File: config.mk
export PLATFORM = sky130hd
export DESIGN_NAME = control_pipeline
export DESIGN_NICKNAME = d
export VERILOG_FILES = /design/src/rtl/ctrl_pkg.sv /design/src/rtl/control_decode.sv /design/src/rtl/control_pipeline.sv
export SDC_FILE = /design/constraint.sdc
export NUM_CORES = 1
export LEC_CHECK = 0
export BUFFER_PORTS_ARGS = -buffer_cell sky130_fd_sc_hd__buf_2
export CORE_MARGIN = 8
export CORE_UTILIZATION = 42
export CTS_BUF_LIST = sky130_fd_sc_hd__clkbuf_16
export DETAILED_ROUTE_END_ITERATION = 16
export HOLD_SLACK_MARGIN = 0.08
export PLACE_DENSITY = 0.83
export SETUP_SLACK_MARGIN = 0.1
export SLEW_MARGIN = 40
export SYNTH_ARGS = -nofsm -noshare
export SYNTH_HDL_FRONTEND = slang
export SYNTH_SLANG_ARGS = --single-unit
File: constraint.sdc
create_clock -name clk -period 1.6 [get_ports clk]
set_input_delay 0.16 -clock clk [delete_from_list [all_inputs] [get_ports clk]]
set_output_delay 0.16 -clock clk [all_outputs]
set_load 0.05 [all_outputs]
File: src/rtl/ctrl_pkg.sv
// Shared encodings and control-bundle types for the RV32 decode/pipeline control path.
// The D-stage bundle narrows as it moves down the pipe; each stage keeps only what it drives.
package ctrl_pkg;

  localparam logic [6:0] OP_LOAD   = 7'b0000011;
  localparam logic [6:0] OP_STORE  = 7'b0100011;
  localparam logic [6:0] OP_BRANCH = 7'b1100011;
  localparam logic [6:0] OP_JALR   = 7'b1100111;
  localparam logic [6:0] OP_JAL    = 7'b1101111;
  localparam logic [6:0] OP_OPIMM  = 7'b0010011;
  localparam logic [6:0] OP_OP     = 7'b0110011;
  localparam logic [6:0] OP_LUI    = 7'b0110111;
  localparam logic [6:0] OP_AUIPC  = 7'b0010111;

  localparam logic [6:0] F7_BASE = 7'b0000000;
  localparam logic [6:0] F7_ALT  = 7'b0100000;
  localparam logic [6:0] F7_MEXT = 7'b0000001;

  // M codes sit at 5'b10_xxx so funct3 maps straight into the low bits
  localparam logic [4:0] ALU_ADD  = 5'd0;
  localparam logic [4:0] ALU_SUB  = 5'd1;
  localparam logic [4:0] ALU_SLL  = 5'd2;
  localparam logic [4:0] ALU_SLT  = 5'd3;
  localparam logic [4:0] ALU_SLTU = 5'd4;
  localparam logic [4:0] ALU_XOR  = 5'd5;
  localparam logic [4:0] ALU_SRL  = 5'd6;
  localparam logic [4:0] ALU_SRA  = 5'd7;
  localparam logic [4:0] ALU_OR   = 5'd8;
  localparam logic [4:0] ALU_AND  = 5'd9;
  localparam logic [1:0] ALU_MEXT_HI = 2'b10;

  localparam logic [2:0] RES_ALU   = 3'd0;
  localparam logic [2:0] RES_MEM   = 3'd1;
  localparam logic [2:0] RES_PC4   = 3'd2;
  localparam logic [2:0] RES_IMM   = 3'd3;
  localparam logic [2:0] RES_PCIMM = 3'd4;

  localparam logic [2:0] IMM_I = 3'd0;
  localparam logic [2:0] IMM_S = 3'd1;
  localparam logic [2:0] IMM_B = 3'd2;
  localparam logic [2:0] IMM_J = 3'd3;
  localparam logic [2:0] IMM_U = 3'd4;

  localparam logic [1:0] PC_PLUS4  = 2'b00;
  localparam logic [1:0] PC_TARGET = 2'b01;
  localparam logic [1:0] PC_JALR   = 2'b10;

  typedef struct packed {
    logic       regwrite;
    logic [2:0] immsrc;
    logic       alusrc;
    logic       memwrite;
    logic [2:0] resultsrc;
    logic       branch;
    logic       jump;
    logic       jalr;
    logic [4:0] alucontrol;
    logic [2:0] funct3;
    logic       illegal;
  } ctrl_t;

  typedef struct packed {
    logic       regwrite;
    logic       alusrc;
    logic       memwrite;
    logic [2:0] resultsrc;
    logic       branch;
    logic       jump;
    logic       jalr;
    logic [4:0] alucontrol;
    logic [2:0] funct3;
    logic       illegal;
  } ex_ctrl_t;

  typedef struct packed {
    logic       regwrite;
    logic       memwrite;
    logic [2:0] resultsrc;
    logic [2:0] funct3;
    logic       illegal;
  } mem_ctrl_t;

  typedef struct packed {
    logic       regwrite;
    logic [2:0] resultsrc;
  } wb_ctrl_t;

  localparam ctrl_t CTRL_BUBBLE = '0;

  function automatic logic [4:0] alu_from_f3(input logic [2:0] f3, input logic alt);
    logic [4:0] r;
    case (f3)
      3'b000:  r = alt ? ALU_SUB : ALU_ADD;
      3'b001:  r = ALU_SLL;
      3'b010:  r = ALU_SLT;
      3'b011:  r = ALU_SLTU;
      3'b100:  r = ALU_XOR;
      3'b101:  r = alt ? ALU_SRA : ALU_SRL;
      3'b110:  r = ALU_OR;
      default: r = ALU_AND;
    endcase
    return r;
  endfunction

endpackage

File: src/rtl/control_decode.sv
// Combinational RV32I(+M) decoder: instruction word to D-stage control bundle.
// Anything illegal has all side-effecting controls stripped so it can only raise the flag.
module control_decode
  import ctrl_pkg::*;
#(
  parameter bit ENABLE_M = 1'b0
) (
  input  logic [31:0] instr_i,
  output ctrl_t       ctrl_o
);

  logic [6:0] op;
  logic [2:0] f3;
  logic [6:0] f7;
  ctrl_t      c;
  logic       unused_fields;

  assign op = instr_i[6:0];
  assign f3 = instr_i[14:12];
  assign f7 = instr_i[31:25];
  assign unused_fields = ^{instr_i[24:15], instr_i[11:7]};

  always_comb begin
    c            = CTRL_BUBBLE;
    c.funct3     = f3;
    c.alucontrol = ALU_ADD;
    case (op)
      OP_OP: begin
        c.regwrite = 1'b1;
        if (f7 == F7_MEXT) begin
          if (ENABLE_M) c.alucontrol = {ALU_MEXT_HI, f3};
          else          c.illegal    = 1'b1;
        end else if (f7 == F7_BASE) begin
          c.alucontrol = alu_from_f3(f3, 1'b0);
        end else if (f7 == F7_ALT && (f3 == 3'b000 || f3 == 3'b101)) begin
          c.alucontrol = alu_from_f3(f3, 1'b1);
        end else begin
          c.illegal = 1'b1;
        end
      end
      OP_OPIMM: begin
        c.regwrite = 1'b1;
        c.alusrc   = 1'b1;
        c.immsrc   = IMM_I;
        // only the shifts carry a funct7 that must be checked
        if (f3 == 3'b001) begin
          if (f7 == F7_BASE) c.alucontrol = ALU_SLL;
          else               c.illegal    = 1'b1;
        end else if (f3 == 3'b101) begin
          if (f7 == F7_BASE)     c.alucontrol = ALU_SRL;
          else if (f7 == F7_ALT) c.alucontrol = ALU_SRA;
          else                   c.illegal    = 1'b1;
        end else begin
          c.alucontrol = alu_from_f3(f3, 1'b0);
        end
      end
      OP_LOAD: begin
        c.regwrite  = 1'b1;
        c.alusrc    = 1'b1;
        c.immsrc    = IMM_I;
        c.resultsrc = RES_MEM;
        if (f3 == 3'b011 || f3 == 3'b110 || f3 == 3'b111) c.illegal = 1'b1;
      end
      OP_STORE: begin
        c.memwrite = 1'b1;
        c.alusrc   = 1'b1;
        c.immsrc   = IMM_S;
        if (f3[2] || f3 == 3'b011) c.illegal = 1'b1;
      end
      OP_BRANCH: begin
        c.branch     = 1'b1;
        c.immsrc     = IMM_B;
        c.alucontrol = ALU_SUB;
        if (f3 == 3'b010 || f3 == 3'b011) c.illegal = 1'b1;
      end
      OP_JAL: begin
        c.jump      = 1'b1;
        c.regwrite  = 1'b1;
        c.immsrc    = IMM_J;
        c.resultsrc = RES_PC4;
      end
      OP_JALR: begin
        c.jalr      = 1'b1;
        c.regwrite  = 1'b1;
        c.alusrc    = 1'b1;
        c.immsrc    = IMM_I;
        c.resultsrc = RES_PC4;
        if (f3 != 3'b000) c.illegal = 1'b1;
      end
      OP_LUI: begin
        c.regwrite  = 1'b1;
        c.immsrc    = IMM_U;
        c.resultsrc = RES_IMM;
      end
      OP_AUIPC: begin
        c.regwrite  = 1'b1;
        c.immsrc    = IMM_U;
        c.resultsrc = RES_PCIMM;
      end
      default: c.illegal = 1'b1;
    endcase
    if (c.illegal) begin
      c.regwrite = 1'b0;
      c.memwrite = 1'b0;
      c.branch   = 1'b0;
      c.jump     = 1'b0;
      c.jalr     = 1'b0;
    end
  end

  assign ctrl_o = c;

endmodule

File: src/rtl/control_pipeline.sv
// Control path of a 5-stage RV32 pipeline: D-stage decode, D->E->M->W control registers,
// E-stage branch resolution and redirect/flush, sticky illegal-instruction flag at W.
module control_pipeline
  import ctrl_pkg::*;
#(
  parameter int ENABLE_M  = 0,
  parameter int ALUCTRL_W = 4
) (
  input  logic                 clk,
  input  logic                 rst_n,
  input  logic [31:0]          instr_d,
  input  logic                 stall_d,
  input  logic                 zero_e,
  input  logic                 lt_e,
  input  logic                 ltu_e,
  output logic [2:0]           immsrc_d,
  output logic                 alusrc_e,
  output logic [ALUCTRL_W-1:0] alucontrol_e,
  output logic [2:0]           resultsrc_e,
  output logic                 regwrite_e,
  output logic [1:0]           pcsrc_e,
  output logic                 flush_fd,
  output logic                 memwrite_m,
  output logic                 regwrite_m,
  output logic [2:0]           resultsrc_m,
  output logic [2:0]           funct3_m,
  output logic                 regwrite_w,
  output logic [2:0]           resultsrc_w,
  output logic                 illegal_w
);

  if (ALUCTRL_W < 4 || ALUCTRL_W > 5 || (ENABLE_M != 0 && ALUCTRL_W != 5)) begin : g_bad_alu_w
    $error("control_pipeline: ALUCTRL_W must be 5 with ENABLE_M=1, 4 or 5 otherwise");
  end

  ctrl_t     dec_d;
  ex_ctrl_t  ex_d, ex_q;
  mem_ctrl_t mem_d, mem_q;
  wb_ctrl_t  wb_d, wb_q;
  logic      illegal_d, illegal_q;
  logic      take_e;
  logic      unused_alu_msb;

  control_decode #(.ENABLE_M(ENABLE_M != 0)) u_decode (
    .instr_i (instr_d),
    .ctrl_o  (dec_d)
  );

  always_comb begin
    case (ex_q.funct3)
      3'b000:  take_e = zero_e;
      3'b001:  take_e = !zero_e;
      3'b100:  take_e = lt_e;
      3'b101:  take_e = !lt_e;
      3'b110:  take_e = ltu_e;
      3'b111:  take_e = !ltu_e;
      default: take_e = 1'b0;
    endcase
  end

  always_comb begin
    pcsrc_e = PC_PLUS4;
    if (ex_q.jalr)                                pcsrc_e = PC_JALR;
    else if (ex_q.jump || (ex_q.branch && take_e)) pcsrc_e = PC_TARGET;
  end

  assign flush_fd = (pcsrc_e != PC_PLUS4);

  // flush and stall both inject a bubble; flush is listed first as it is the stronger cause
  always_comb begin
    ex_d = '0;
    if (!flush_fd && !stall_d) begin
      ex_d.regwrite   = dec_d.regwrite;
      ex_d.alusrc     = dec_d.alusrc;
      ex_d.memwrite   = dec_d.memwrite;
      ex_d.resultsrc  = dec_d.resultsrc;
      ex_d.branch     = dec_d.branch;
      ex_d.jump       = dec_d.jump;
      ex_d.jalr       = dec_d.jalr;
      ex_d.alucontrol = dec_d.alucontrol;
      ex_d.funct3     = dec_d.funct3;
      ex_d.illegal    = dec_d.illegal;
    end
  end

  always_comb begin
    mem_d.regwrite  = ex_q.regwrite;
    mem_d.memwrite  = ex_q.memwrite;
    mem_d.resultsrc = ex_q.resultsrc;
    mem_d.funct3    = ex_q.funct3;
    mem_d.illegal   = ex_q.illegal;
    wb_d.regwrite   = mem_q.regwrite;
    wb_d.resultsrc  = mem_q.resultsrc;
    illegal_d       = illegal_q | mem_q.illegal;
  end

  always_ff @(posedge clk or negedge rst_n) begin
    if (!rst_n) begin
      ex_q      <= '0;
      mem_q     <= '0;
      wb_q      <= '0;
      illegal_q <= 1'b0;
    end else begin
      ex_q      <= ex_d;
      mem_q     <= mem_d;
      wb_q      <= wb_d;
      illegal_q <= illegal_d;
    end
  end

  assign immsrc_d       = dec_d.immsrc;
  assign alusrc_e       = ex_q.alusrc;
  assign alucontrol_e   = ex_q.alucontrol[ALUCTRL_W-1:0];
  assign unused_alu_msb = ex_q.alucontrol[4];
  assign resultsrc_e    = ex_q.resultsrc;
  assign regwrite_e     = ex_q.regwrite;
  assign memwrite_m     = mem_q.memwrite;
  assign regwrite_m     = mem_q.regwrite;
  assign resultsrc_m    = mem_q.resultsrc;
  assign funct3_m       = mem_q.funct3;
  assign regwrite_w     = wb_q.regwrite;
  assign resultsrc_w    = wb_q.resultsrc;
  assign illegal_w      = illegal_q;

endmodule
-- Word-level counts from Yosys, hierarchy flattened
Cells that the tools add are included.
- flip-flop bits (word level): 31
- output and inout port bits: 28
- word-level logic and storage cells: 106
- reduce and logical (&&, ||, !) cells: 24
- muxes and demuxes: 40
- eq/ne operators: 23
- bitwise gates (word level): 1
- operator list (kind ; count):
    $pmux 4 s7 ; 2
    $eq 7x6->1 const B ; 4
    $mux 5 ; 5
    $eq 3x3->1 const B ; 8
    $pmux 3 s4 ; 2
    $eq 7x7->1 const B ; 3
    $mux 1 ; 21
    $pmux 4 s5 ; 1
    $mux 18 ; 1
    $pmux 5 s3 ; 1
    $eq 7x5->1 const B ; 2
    $eq 7x1->1 const B ; 1
    $eq 7x2->1 const B ; 1
    $logic_not 7->1 ; 1
    $pmux 1 s7 ; 1
    $reduce_or 7->1 ; 1
    $eq 3x1->1 const B ; 2
    $eq 3x2->1 const B ; 2
    $logic_not 3->1 ; 2
    $logic_or 1x1->1 ; 6
    $mux 3 ; 2
    $pmux 1 s6 ; 1
    $logic_not 1->1 ; 5
    $mux 2 ; 2
    other kinds (8) ; 11

-- Logic depth before layout (Yosys ltp)
Gate-level depths: netlist of the first run.
- word-level depth: 10
- depth in mapped cells: 6
- gate-level depth less buffers: 5

-- Modules after synthesis
From an unflattened synthesis of the first run, not the netlist that was laid out.
- cell total of the unflattened synthesis: 169
- area, all modules: 1803.0 um^2
- modules (own cells, without submodules) (module ; cells each ; area each (um^2) ; instances):
    control_pipeline ; 80 ; 1249.9 ; 1
    control_decode ; 89 ; 553.0 ; 1

-- Worst setup path after synthesis of the first run
No wires, ideal clock.
- path type: in2reg
- start point: input port instr_d[1]
- end point: register ex_q, in the netlist resultsrc_e[1]
- arrival time: 1.954 ns
- cell stages on the path: 5
- required time: 1.524 ns
- setup slack: -0.430 ns
- library setup time: 0.076 ns
- cells stage by stage: and2_1 -> nand2b_1 -> nor3_1 -> a21oi_1 -> nor2_1
- RTL lines (element ; line ; source):
    start, declared ; control_pipeline.sv:11 ; input logic [31:0] instr_d,
    end signal, assigned ; control_pipeline.sv:99 ; ex_q <= '0;
    end signal, assigned ; control_pipeline.sv:104 ; ex_q <= ex_d;
    end, declared ; control_pipeline.sv:37 ; ex_ctrl_t ex_d, ex_q;

-- Worst setup path after layout of the first run
- start point: register ex_q[3] in the netlist's numbering
- end point: output port flush_fd
- cells in the longest elaborated chain, start to end: 7
- elaborated cells on any way between the ends: 12
- those cells by class: eq/ne (5); mux (3); reduce/logical (4)
- RTL lines (element ; line ; source):
    $eq 3x3->1, or another cell as far along ; control_pipeline.sv:50 ; case (ex_q.funct3)
    $pmux 1 s6 * ; control_pipeline.sv:50 ;
    $logic_and 1x1->1 * ; control_pipeline.sv:64 ; else if (ex_q.jump || (ex_q.branch && take_e)) pcsrc_e = PC_TARGET;
    $logic_or 1x1->1 * ; control_pipeline.sv:64 ;
    $mux 1 * ; control_pipeline.sv:64 ;
    $mux 2 * ; control_pipeline.sv:63 ; if (ex_q.jalr) pcsrc_e = PC_JALR;
    $reduce_bool 2->1 * ; control_pipeline.sv:67 ; assign flush_fd = (pcsrc_e != PC_PLUS4);
    end, declared ; control_pipeline.sv:22 ; output logic flush_fd,
Every way passes the cells marked *; elsewhere a longest branch is shown, timed or not.

==> results of run 1 <==
[logic make-up after synthesis]
group,Yosys count,share of synthesized area
AO/OA/AOI/OAI,27,0.1202
XOR/XNOR,4,0.02275
buffers and inverters,25,0.1040
flip-flops,31,0.5037
multiplexers,2,0.01300
AND/OR/NAND/NOR,67,0.2364
[power by group through the flow]
stage / combinational (mW) / sequential, mW / clock, mW
2_1_floorplan: 0.126 / 0.819 / 0
3_3_place_gp: 0.184 / 0.816 / 0
3_5_place_dp: 0.188 / 0.817 / 0
4_1_cts: 0.193 / 0.805 / 0.866
5_1_grt: 0.221 / 0.805 / 0.905
6_report: 0.199 / 0.805 / 0.840
[cell type report]
class,count,area share
Tap cell,48,0.03013
Inverter,2,0.003766
Clock buffer,5,0.06277
Timing Repair Buffer,59,0.1682
Multi-Input combinational cell,100,0.3402
Clock inverter,3,0.005650
Sequential cell,31,0.3892
[cell usage after synthesis, drive strengths merged (2+ instances only)]
library cell  instances
a21oi                 9
a221oi                2
and2                  3
and3                  3
buf                  20
clkbuf                3
dfrtp                31
inv                   2
mux2i                 2
nand2                10
nand2b                5
nand3                 6
nand4b                2
nor2                 18
nor2b                 4
nor3                  2
nor4                  3
o21ai                 5
o32a                  2
or2                   3
or3                   2
xnor2                 3
[sequential cells by signal, summed over array words and instances, names as in the netlist, 3 cells and up]
| name | flops |
|---|---|
| alucontrol_e | 4 |
| ex_q | 8 |
| funct3_m | 3 |
| resultsrc_e | 3 |
| resultsrc_m | 3 |
| resultsrc_w | 3 |
[routing by layer]
layer,wire (µm),vias to the layer above
li1,-,614
met1,1476,607
met2,1729,44
met3,249,6
met4,56,0
met5,0,-
[stage by stage]
step | TNS [ns] | cells | util | setup slack [ns] | area [µm²]
after floorplan | 0 | 156 | - | 0.07336 | 1551
after global placement | 0 | 237 | 0.4865 | 0.01111 | 1754
after detailed placement | -0.07682 | 237 | 0.4865 | -0.03755 | 1754
after CTS | -0.4480 | 247 | 0.5364 | -0.1552 | 1934
after global routing | -1.800 | 248 | 0.5527 | -0.3126 | 1993
final | -0.5698 | 248 | 0.5527 | -0.1939 | 1993
[layout by cell type, fill, tap and decap left out, types with 2 or more instances in the layout]
cell       count
buf_6          2
or2_2          3
nor2b_1        4
o21ai_0        5
xnor2_1        3
buf_4          9
and3_1         3
inv_1          3
o32a_1         2
nand2_1       10
and2_1         3
nor2_1        14
clkinv_1       2
a21oi_1        8
nor2_4         2
clkbuf_16      5
or3_1          2
nor2_2         2
a221oi_1       2
buf_2         47
mux2i_1        2
nand4b_1       2
dfrtp_1       31
nand2b_1       3
nand3_1        5
[critical path: stages, from the launching register on]
cell and delay, ns:
dfrtp_1 0.36, mux2i_1 0.22, xnor2_1 0.13, a211oi_2 0.28
buf_4 0.18, nand2b_4 0.05, buf_6 0.15
[worst paths after layout]
path,from,to,slack [ns],cells after the start
max,ex_q[3],flush_fd,-0.19,6
min,instr_d[3],ex_q[10],0.20,3
max reg2reg,ex_q[3],alucontrol_e[3],-0.08,5
min reg2reg,ex_q[0],mem_q[0],0.34,0
max in group asynchronous,rst_n,alusrc_e,0.70,2
min in group asynchronous,rst_n,funct3_m[0],0.47,2
[repair_timing]
item                       in CTS  in global routing
gates resized for setup         7                 11
setup endpoints to repair      10                 18
buffers inserted                1                  2
pin swaps                       5                  4
hold endpoints to repair       31                  0
hold buffers                    1                  0
==> run metrics, run 1 <==
outcome=complete, but fails checks; violated checks=setup timing; Setup crit end kind=output pin; vias in the first global route=about 1.3k; GR peak layer=met2; Final HPWL DP=2575 µm; GRT met1 Usage=0.1346; Area Overhead vs Synth=29.41%; maxcap violations=0; Final ANT Viol Nets=0; Die W=between 70 and 80 µm; Chip Height=around 77 µm; IO buf count=50; Synth Cell Area=around 1500 µm²; biggest area consumer among synthesized cells=dfrtp_1; clock sink count=31; Power per Cell Area=just over 900 nW/µm²; ant diodes=0; Clk pwr share=0.456; worst-margin pin slew=roughly 0.66 ns; distinct cell type count after synthesis=between 40 and 50; share of layout cells above drive strength 1=0.4000; Via-to-Cell Ratio=just over 5; Leakage=0.9833 nW; Initial Util=0.4271; CP arrival=~1.6 ns; multi-input logic area=roughly 680 µm²; Area contributors post-synth=dfrtp_1 (50%), buf_4 (6.8%), nor2_1 (4.1%); Max Fanout on Critical Path=2; fin crit period=around 1.8 ns; htree depth=2; met3 Usage GRT=0.05660; Req. time, crit path=1.44 ns; initial antenna violation count=0; relative slew slack=0.5631; combinational share of power=0.108; Post-Synthesis Net Count=slightly below 200; Final Skew=approximately 0.0028 ns; largest net degree at the start of global routing=32; drt wl/cell=between 10 and 15 µm; remaining global-route overflow=0; GRT Resource Usage Total=0.1235; final wirelength=3513 µm; Seq/Total Area, Yosys=0.5037; first-pass GRT wire length=5906 µm; vias=1271; Min-Delay Path Class=in -> reg; length of the first detailed-routing pass in iterations=4; Worst-path clk slew=0.05 ns; post-synth top area share=0.5037; total CTS buffers=5; drc violations=0; final setup fails=8; Critical Path Start Type=flip-flop; # rows=22; insertion delay to the later sink of the worst-skew pair=0.27 ns; initial drt markers=51; global placer's final weighted congestion=roughly 0.83; Reg area=775.7 µm²; FILL cells=between 300 and 400; Ports=66; share of power burned in registers=0.437; CTS tree=done; final hold violation count=0; final hold slack=slightly below 0.2 ns; WS Path Type=reg -> out; final net count=237; clk root buf=clkbuf_16; Int Pwr=1.425 mW; maximum clock rate=557.5 MHz; sw frac=0.2271; Synth Flop Type=dfrtp_1; RSZ-0062 raised after global routing=true; Syn Area/Cell=~10 µm²; Async SR Flop Fraction=1.000; EDFF count, synth=0; Post-Syn Instances=approximately 160; Final Power=between 1.5 and 2 mW; setup ws final=-0.1939 ns; GR Layer Usage met2=0.2022; Worst VDD drop=0.3320 mV; Switch Pwr=between 0.4 and 0.5 mW; Die ar.=about 5900 µm²; max-slew violations=0; fraction of the cycle the final worst path needs=1.121; placeable core area=~3600 µm²; FF+latch count, synth=31; Yosys warning count=0; clk buf depth=2
(Power assumes the default switching activity.)
==> run 2: changes to the inputs <==
--- a/config.mk
+++ b/config.mk
@@ -5,11 +5,14 @@
 export SDC_FILE = /design/constraint.sdc
 export NUM_CORES = 1
 export LEC_CHECK = 0
+export ABC_CLOCK_PERIOD_IN_PS = 1600
 export BUFFER_PORTS_ARGS = -buffer_cell sky130_fd_sc_hd__buf_2
+export CORE_ASPECT_RATIO = 1.1
 export CORE_MARGIN = 8
 export CORE_UTILIZATION = 42
 export CTS_BUF_LIST = sky130_fd_sc_hd__clkbuf_16
 export DETAILED_ROUTE_END_ITERATION = 16
+export GPL_TIMING_DRIVEN = 0
 export HOLD_SLACK_MARGIN = 0.08
 export PLACE_DENSITY = 0.83
 export SETUP_SLACK_MARGIN = 0.1
==> run metrics, run 2 (synthesized netlist as in run 1, its figures left out) <==
outcome=complete, but fails checks; violated checks=setup timing; final wirelength=3561 µm (+1.4%); Cell Chain, Critical Path=mux2i_1, xnor2_1, a211oi_2, nand2b_1, buf_6; Req. time, crit path=1.44 ns (about the same); Final Power=1.880 mW (+2.0%); largest net degree at the start of global routing=32 (unchanged); Worst R2R Start=ex_q[3]; Die W=73.74 µm (-3.7%); # rows=23 (+4.5%); met1 wire length=1357 µm (-8.1%); IO buf count=44 (-12%); initial drt markers=50 (-2.0%); Setup crit end kind=output pin; vias in the first global route=1247 (-4.6%); Die ar.=5863 µm² (about the same); placeable core area=3568 µm² (-1.0%); CTS tree=done; RSZ-0062 raised after global routing=true; top sig layer=met4; Min-Delay Path Depth=3 (unchanged); worst path buffer plus inverter count=1 (-1); Leakage=1.068 nW (+8.6%); most frequent cells in the layout=buf_2 (45), dfrtp_1 (31), buf_4 (17); Worst-path clk slew=0.05 ns (about the same); R2R Path End=regwrite_e; Chip Height=79.52 µm (+3.9%); biggest cell delay along the critical path=0.35 ns (about the same); final hold violation count=0 (unchanged); clk buf depth=2 (unchanged); setup ws final=-0.1366 ns (+0.05724 ns); Worst VDD drop=0.4666 mV (+41%); WHS Endpoint=ex_q[10]; final setup fails=5 (-3); Initial Util=0.4316 (+0.004493); Via-to-Cell Ratio=5.015 (-2.1%); most common cell after layout, fill and taps aside=buf_2; Final HPWL DP=2496 µm (-3.1%); Final ANT Viol Nets=0 (unchanged); Final Skew=0.003810 ns (+0.001028 ns); crit path max-delay cell type=dfrtp_1; global placer's final weighted congestion=0.7898 (-4.3%); Ports=66 (unchanged); GRT Resource Usage Total=0.1244 (+0.0008607); clk root buf=clkbuf_16; WS Path Type=reg -> out; worst-margin pin slew=0.7071 ns (+0.05175 ns); insertion delay to the later sink of the worst-skew pair=0.27 ns (about the same); CP arrival=1.58 ns (-0.05 ns); Biggest register=ex_q; Area Overhead vs Synth=40.86%; maxcap violations=0 (unchanged); DR WL met3=298 µm (+20%); min-delay src=instr_d[3]; Min-Delay Path Class=in -> reg; initial antenna violation count=0 (unchanged); ant diodes=0 (unchanged); drt wl/cell=13.44 µm (-5.1%); final net count=253 (+6.8%); max-slew violations=0 (unchanged); htree depth=2 (unchanged); drc violations=0 (unchanged); FILL cells=312 (-2.8%); Power per Cell Area=866.7 nW/µm² (-6.3%); fin crit period=1.737 ns (-0.05724 ns); Setup WS pre-CTS=-0.1216 ns (-0.08409 ns); Top Family by Delay on Critical Path=flip-flops; Critical Path Start Type=flip-flop; Largest register FFs=8 (unchanged); relative slew slack=0.5286 (-0.03450); first-pass GRT wire length=5589 µm (-5.4%); clock sink count=31 (unchanged); length of the first detailed-routing pass in iterations=4 (unchanged); total CTS buffers=5 (unchanged); cell depth of the worst flop-to-flop path=6 (+1); crit path launch=ex_q[3]; wire length on met2=1793 µm (+3.7%); Max Fanout on Critical Path=3 (+1); share of layout cells above drive strength 1=0.4791 (+0.07907); reg2reg setup slack=-0.03 ns (+0.05 ns); fraction of the cycle the final worst path needs=1.085 (-0.03577); maximum clock rate=575.8 MHz (+3.3%); remaining global-route overflow=0 (unchanged); vias=1329 (+4.6%)
[run 2: cell types whose count changed in the layout (fill, tap and decap cells not counted), moves of 2 or more]
cell | before | now
buf_4 | 9 | 17
clkbuf_2 | 0 | 2
a21oi_2 | 1 | 3
buf_6 | 2 | 8
nor2_1 | 14 | 12
a21oi_1 | 8 | 6
buf_2 | 47 | 45
nor2_2 | 2 | 4
[run 2: area by class of cell]
cell class / instances / area [µm²] / share of cell area
Sequential cell: 31 / 775.7 / 0.3576
Tap cell: 50 / 62.56 / 0.02884
Timing Repair Buffer: 52 / 319.1 / 0.1471
Inverter: 2 / 7.507 / 0.003460
Multi-Input combinational cell: 100 / 715.7 / 0.3299
Buffer: 23 / 155.1 / 0.07151
Clock buffer: 5 / 125.1 / 0.05767
Clock inverter: 2 / 8.758 / 0.004037
[run 2: worst max-delay path by stage]
stage	to	cells after the start	slack, ns
6_report	flush_fd	5	-0.14
3_5_place_dp	ex_q[9]	7	-0.12
2_1_floorplan	flush_fd	4	0.07
3_3_place_gp	ex_q[9]	7	-0.12
4_1_cts	flush_fd	5	-0.11
5_1_grt	flush_fd	5	-0.25
[run 2: stage by stage]
stage | utilization | instances | setup TNS, ns | instance area [µm²] | hold slack [ns]
after CTS | 0.5845 | 262 | -0.2287 | 2086 | 0.1745
final | 0.6080 | 265 | -0.2630 | 2170 | 0.1952
after global placement | 0.5140 | 250 | -0.2632 | 1834 | 0.2130
after global routing | 0.6080 | 265 | -1.123 | 2170 | 0.1893
after floorplan | - | 156 | 0 | 1551 | -0.1356
after detailed placement | 0.5140 | 250 | -0.3466 | 1834 | 0.2147
[run 2: report_power, final]
| group | leakage, nW | switching, mW | internal [mW] |
|---|---|---|---|
| logic | 0.584 | 0.136 | 0.0880 |
| registers | 0.417 | 0.00565 | 0.799 |
| clock network | 0.0671 | 0.296 | 0.555 |
[run 2: routing by layer]
| layer | up-vias | GRT usage |
|---|---|---|
| li1 | 644 | - |
| met1 | 618 | 0.1234 |
| met2 | 54 | 0.2121 |
| met3 | 13 | 0.04899 |
| met4 | 0 | 0.07600 |
| met5 | - | 0 |
[run 2: repair_timing]
action	CTS	global route
setup endpoints to repair	12	22
hold buffers	1	0
pin swaps	7	3
endpoints found under the hold margin	31	0
gates resized for setup	17	17
buffers inserted	4	3
[run 2: worst register-to-register path: stages, from the launching register on]
cell      delay, ns
dfrtp_1        0.35
mux2i_1        0.22
xnor2_1        0.13
a211oi_2       0.32
buf_4          0.20
nand3_4        0.10
and3b_1        0.24
==> run 3: changes to the inputs <==
--- a/config.mk
+++ b/config.mk
@@ -5,18 +5,19 @@
 export SDC_FILE = /design/constraint.sdc
 export NUM_CORES = 1
 export LEC_CHECK = 0
+export ABC_AREA = 1
 export ABC_CLOCK_PERIOD_IN_PS = 1600
 export BUFFER_PORTS_ARGS = -buffer_cell sky130_fd_sc_hd__buf_2
 export CORE_ASPECT_RATIO = 1.1
 export CORE_MARGIN = 8
-export CORE_UTILIZATION = 42
+export CORE_UTILIZATION = 44
 export CTS_BUF_LIST = sky130_fd_sc_hd__clkbuf_16
 export DETAILED_ROUTE_END_ITERATION = 16
 export GPL_TIMING_DRIVEN = 0
 export HOLD_SLACK_MARGIN = 0.08
-export PLACE_DENSITY = 0.83
+export PLACE_DENSITY = 0.84
 export SETUP_SLACK_MARGIN = 0.1
-export SLEW_MARGIN = 40
+export SLEW_MARGIN = 20
 export SYNTH_ARGS = -nofsm -noshare
 export SYNTH_HDL_FRONTEND = slang
 export SYNTH_SLANG_ARGS = --single-unit
==> run metrics, run 3 <==
outcome=finished clean; Final Skew=0.002454 ns (-0.001356 ns); Worst-path clk slew=0.05 ns (about the same); clk buf depth=2 (unchanged); insertion delay to the later sink of the worst-skew pair=0.27 ns (about the same); Setup crit end kind=output pin; WS Path Type=reg -> out; combinational share of power=0.112 (-0.007); Async SR Flop Fraction=1.000 (unchanged); final wirelength=3814 µm (+7.1%); ant diodes=0 (unchanged); Initial Util=0.4616 (+0.02999); length of the first detailed-routing pass in iterations=4 (unchanged); Switch Pwr=0.4290 mW (-2.1%); Min-Delay Path Class=in -> reg; vias=1539 (+16%); Die W=75.27 µm (+2.1%); Req. time, crit path=1.44 ns (about the same); first-pass GRT wire length=6375 µm (+14%); Final ANT Viol Nets=0 (unchanged); placeable core area=3684 µm² (+3.2%); distinct cell type count after synthesis=23 (-44%); Setup WS pre-CTS=0.08115 ns (+0.2028 ns); initial antenna violation count=0 (unchanged); most common cell in the netlist=nand2_1; remaining global-route overflow=0 (unchanged); R2R Path End=alusrc_e; fraction of the cycle the final worst path needs=0.9911 (-0.09433); Synth Cell Area=1700 µm² (+10%); FF+latch count, synth=31 (unchanged); Ports=66 (unchanged); Int Pwr=1.426 mW (-1.2%); final hold violation count=0 (unchanged); Leakage=1.279 nW (+20%); total CTS buffers=5 (unchanged); share of power burned in registers=0.435 (+0.007); Worst R2R Start=ex_q[3]; EDFF count, synth=0 (unchanged); setup TNS=0 ns (+0.2630 ns); Area contributors post-synth=dfrtp_1 (46%), nand2_1 (9.9%), nor2_1 (9.3%); CP arrival=1.43 ns (-0.15 ns); Post-Route Utilization=0.6009 (-0.007111); relative slew slack=0.5728 (+0.04423); cell depth of the worst flop-to-flop path=8 (+2); Clk pwr share=0.453 (about the same); clock sink count=31 (unchanged); final net count=319 (+26%); Die ar.=6112 µm² (+4.2%); global placer's final weighted congestion=0.9437 (+19%); maxcap violations=0 (unchanged); Power per Cell Area=837.9 nW/µm² (-3.3%); Post-Syn Instances=220 (+41%); initial drt markers=77 (+54%); CTS tree=done; fin crit period=1.586 ns (-0.1509 ns); Syn Area/Cell=7.729 µm² (-22%); largest net degree at the start of global routing=32 (unchanged); Via-to-Cell Ratio=4.636 (-7.6%); final setup fails=0 (-5); wire length on met2=1904 µm (+6.2%); maximum clock rate=630.6 MHz (+9.5%); Final HPWL DP=2997 µm (+20%); setup ws final=0.01430 ns (+0.1509 ns); Area Overhead vs Synth=30.17%; Chip Height=81.20 µm (+2.1%); Max Fanout on Critical Path=4 (+1); top sig layer=met4; clk root buf=clkbuf_16; GRT Resource Usage Total=0.1342 (+0.009891); reg2reg setup slack=0.08 ns (+0.11 ns); Largest register FFs=8 (unchanged); share of layout cells above drive strength 1=0.3582 (-0.1209); most frequent cells in the layout=buf_2 (48), nand2_1 (44), nor2_1 (41); Seq/Total Area, Yosys=0.4562 (-0.04744); # rows=23 (unchanged); sw frac=0.2313 (-0.001676); Critical Path Start Type=flip-flop; drc violations=0 (unchanged); vias in the first global route=1495 (+20%); Worst VDD drop=0.3924 mV (-16%); Synth Flop Type=dfrtp_1; post-synth top area share=0.4562 (-0.04744); biggest area consumer among synthesized cells=dfrtp_1; top post-synthesis cells by count=nand2_1 (45), nor2_1 (42), dfrtp_1 (31); FILL cells=346 (+11%); worst-margin pin slew=0.6408 ns (-0.06634 ns); Post-Synthesis Net Count=258 (+33%); Biggest register=ex_q; RSZ-0062 raised after global routing=true; DR WL met3=302 µm (+1.3%); met1 wire length=1540 µm (+13%); CP Capture Point=flush_fd; most common cell after layout, fill and taps aside=buf_2; max-slew violations=0 (unchanged); crit path launch=ex_q[3]; drt wl/cell=11.49 µm (-15%); htree depth=2 (unchanged); Yosys warning count=0 (unchanged); IO buf count=50 (+14%)
-- run 3: cell types whose count changed in the layout (fill, tap and decap cells not counted), sizes merged, moves of 3 or more --
cell | previous run | this run
clkbuf | 9 | 5
o21ai | 5 | 8
a21oi | 9 | 3
nand2 | 10 | 52
inv | 2 | 33
nor2b | 4 | 0
and3 | 3 | 0
xnor2 | 3 | 0
nand3 | 6 | 15
nor2 | 18 | 49
nand4 | 1 | 8
nand2b | 5 | 0
-- run 3: area by class of cell --
| type | count | area (µm²) | area share |
|---|---|---|---|
| buffer | 15 | 116.4 | 0.05257 |
| multi-input combinational | 142 | 703.2 | 0.3177 |
| inverter | 32 | 120.1 | 0.05427 |
| clock inverter | 3 | 11.26 | 0.005088 |
| timing repair buffer | 54 | 299.0 | 0.1351 |
| sequential | 31 | 775.7 | 0.3505 |
| tap | 50 | 62.56 | 0.02826 |
| clock buffer | 5 | 125.1 | 0.05653 |
-- run 3: what timing repair did --
item | CTS | global route
setup buffers | 3 | 0
hold buffers | 1 | 0
setup endpoints to repair | 10 | 15
endpoints found under the hold margin | 31 | 0
gates resized for setup | 4 | 5
pin swaps | 4 | 4
-- run 3: worst min path at each step --
stage                     start         endpoint  slack (ns)  cells past startpoint
CTS                 instr_d[12]          ex_q[1]        0.19                      3
global route        instr_d[12]          ex_q[1]        0.22                      3
global placement          rst_n   resultsrc_w[2]        0.21                      1
floorplan                 rst_n  alucontrol_e[0]       -0.14                      0
detailed placement        rst_n      funct3_m[2]        0.22                      1
finish              instr_d[12]          ex_q[1]        0.20                      3
-- run 3: cell families (layout without fill, tap and decap cells) --
group / count (synthesis) / count (layout) / share of synthesized area
buffers and inverters: 47 / 109 / 0.1391
AO/OA/AOI/OAI: 11 / 11 / 0.03900
flip-flops: 31 / 31 / 0.4562
AND/OR/NAND/NOR: 131 / 131 / 0.3657
-- run 3: stage by stage --
step                      area, µm²  std cells  power [mW]  hold slack [ns]
after floorplan                1703        220      0.9383          -0.1356
after global placement         2016        320       1.011           0.2124
after detailed placement       2016        320       1.017           0.2175
after CTS                      2197        332       1.871           0.1911
after global routing           2213        332       1.930           0.2182
final                          2213        332       1.855           0.1962
-- run 3: power groups by stage --
stage | clock (mW) | sequential, mW | combinational, mW
after floorplan | 0 | 0.821 | 0.118
after global placement | 0 | 0.818 | 0.193
after detailed placement | 0 | 0.820 | 0.198
after CTS | 0.859 | 0.806 | 0.206
after global routing | 0.890 | 0.807 | 0.233
final | 0.840 | 0.807 | 0.208
-- run 3: layer usage --
| metal | vias up | global-route usage |
|---|---|---|
| met1 | 684 | 0.1487 |
| met4 | 0 | 0.06923 |
| li1 | 786 | - |
| met3 | 6 | 0.03202 |
| met2 | 63 | 0.2318 |
| met5 | - | 0 |
-- run 3: worst max-delay path, cell delays in order (launching register included) --
cell and delay, ns:
dfrtp_1 0.41, buf_4 0.15, nand4_1 0.10, nand2_2 0.09, a21oi_4 0.17, nand2_2 0.08, buf_8 0.15
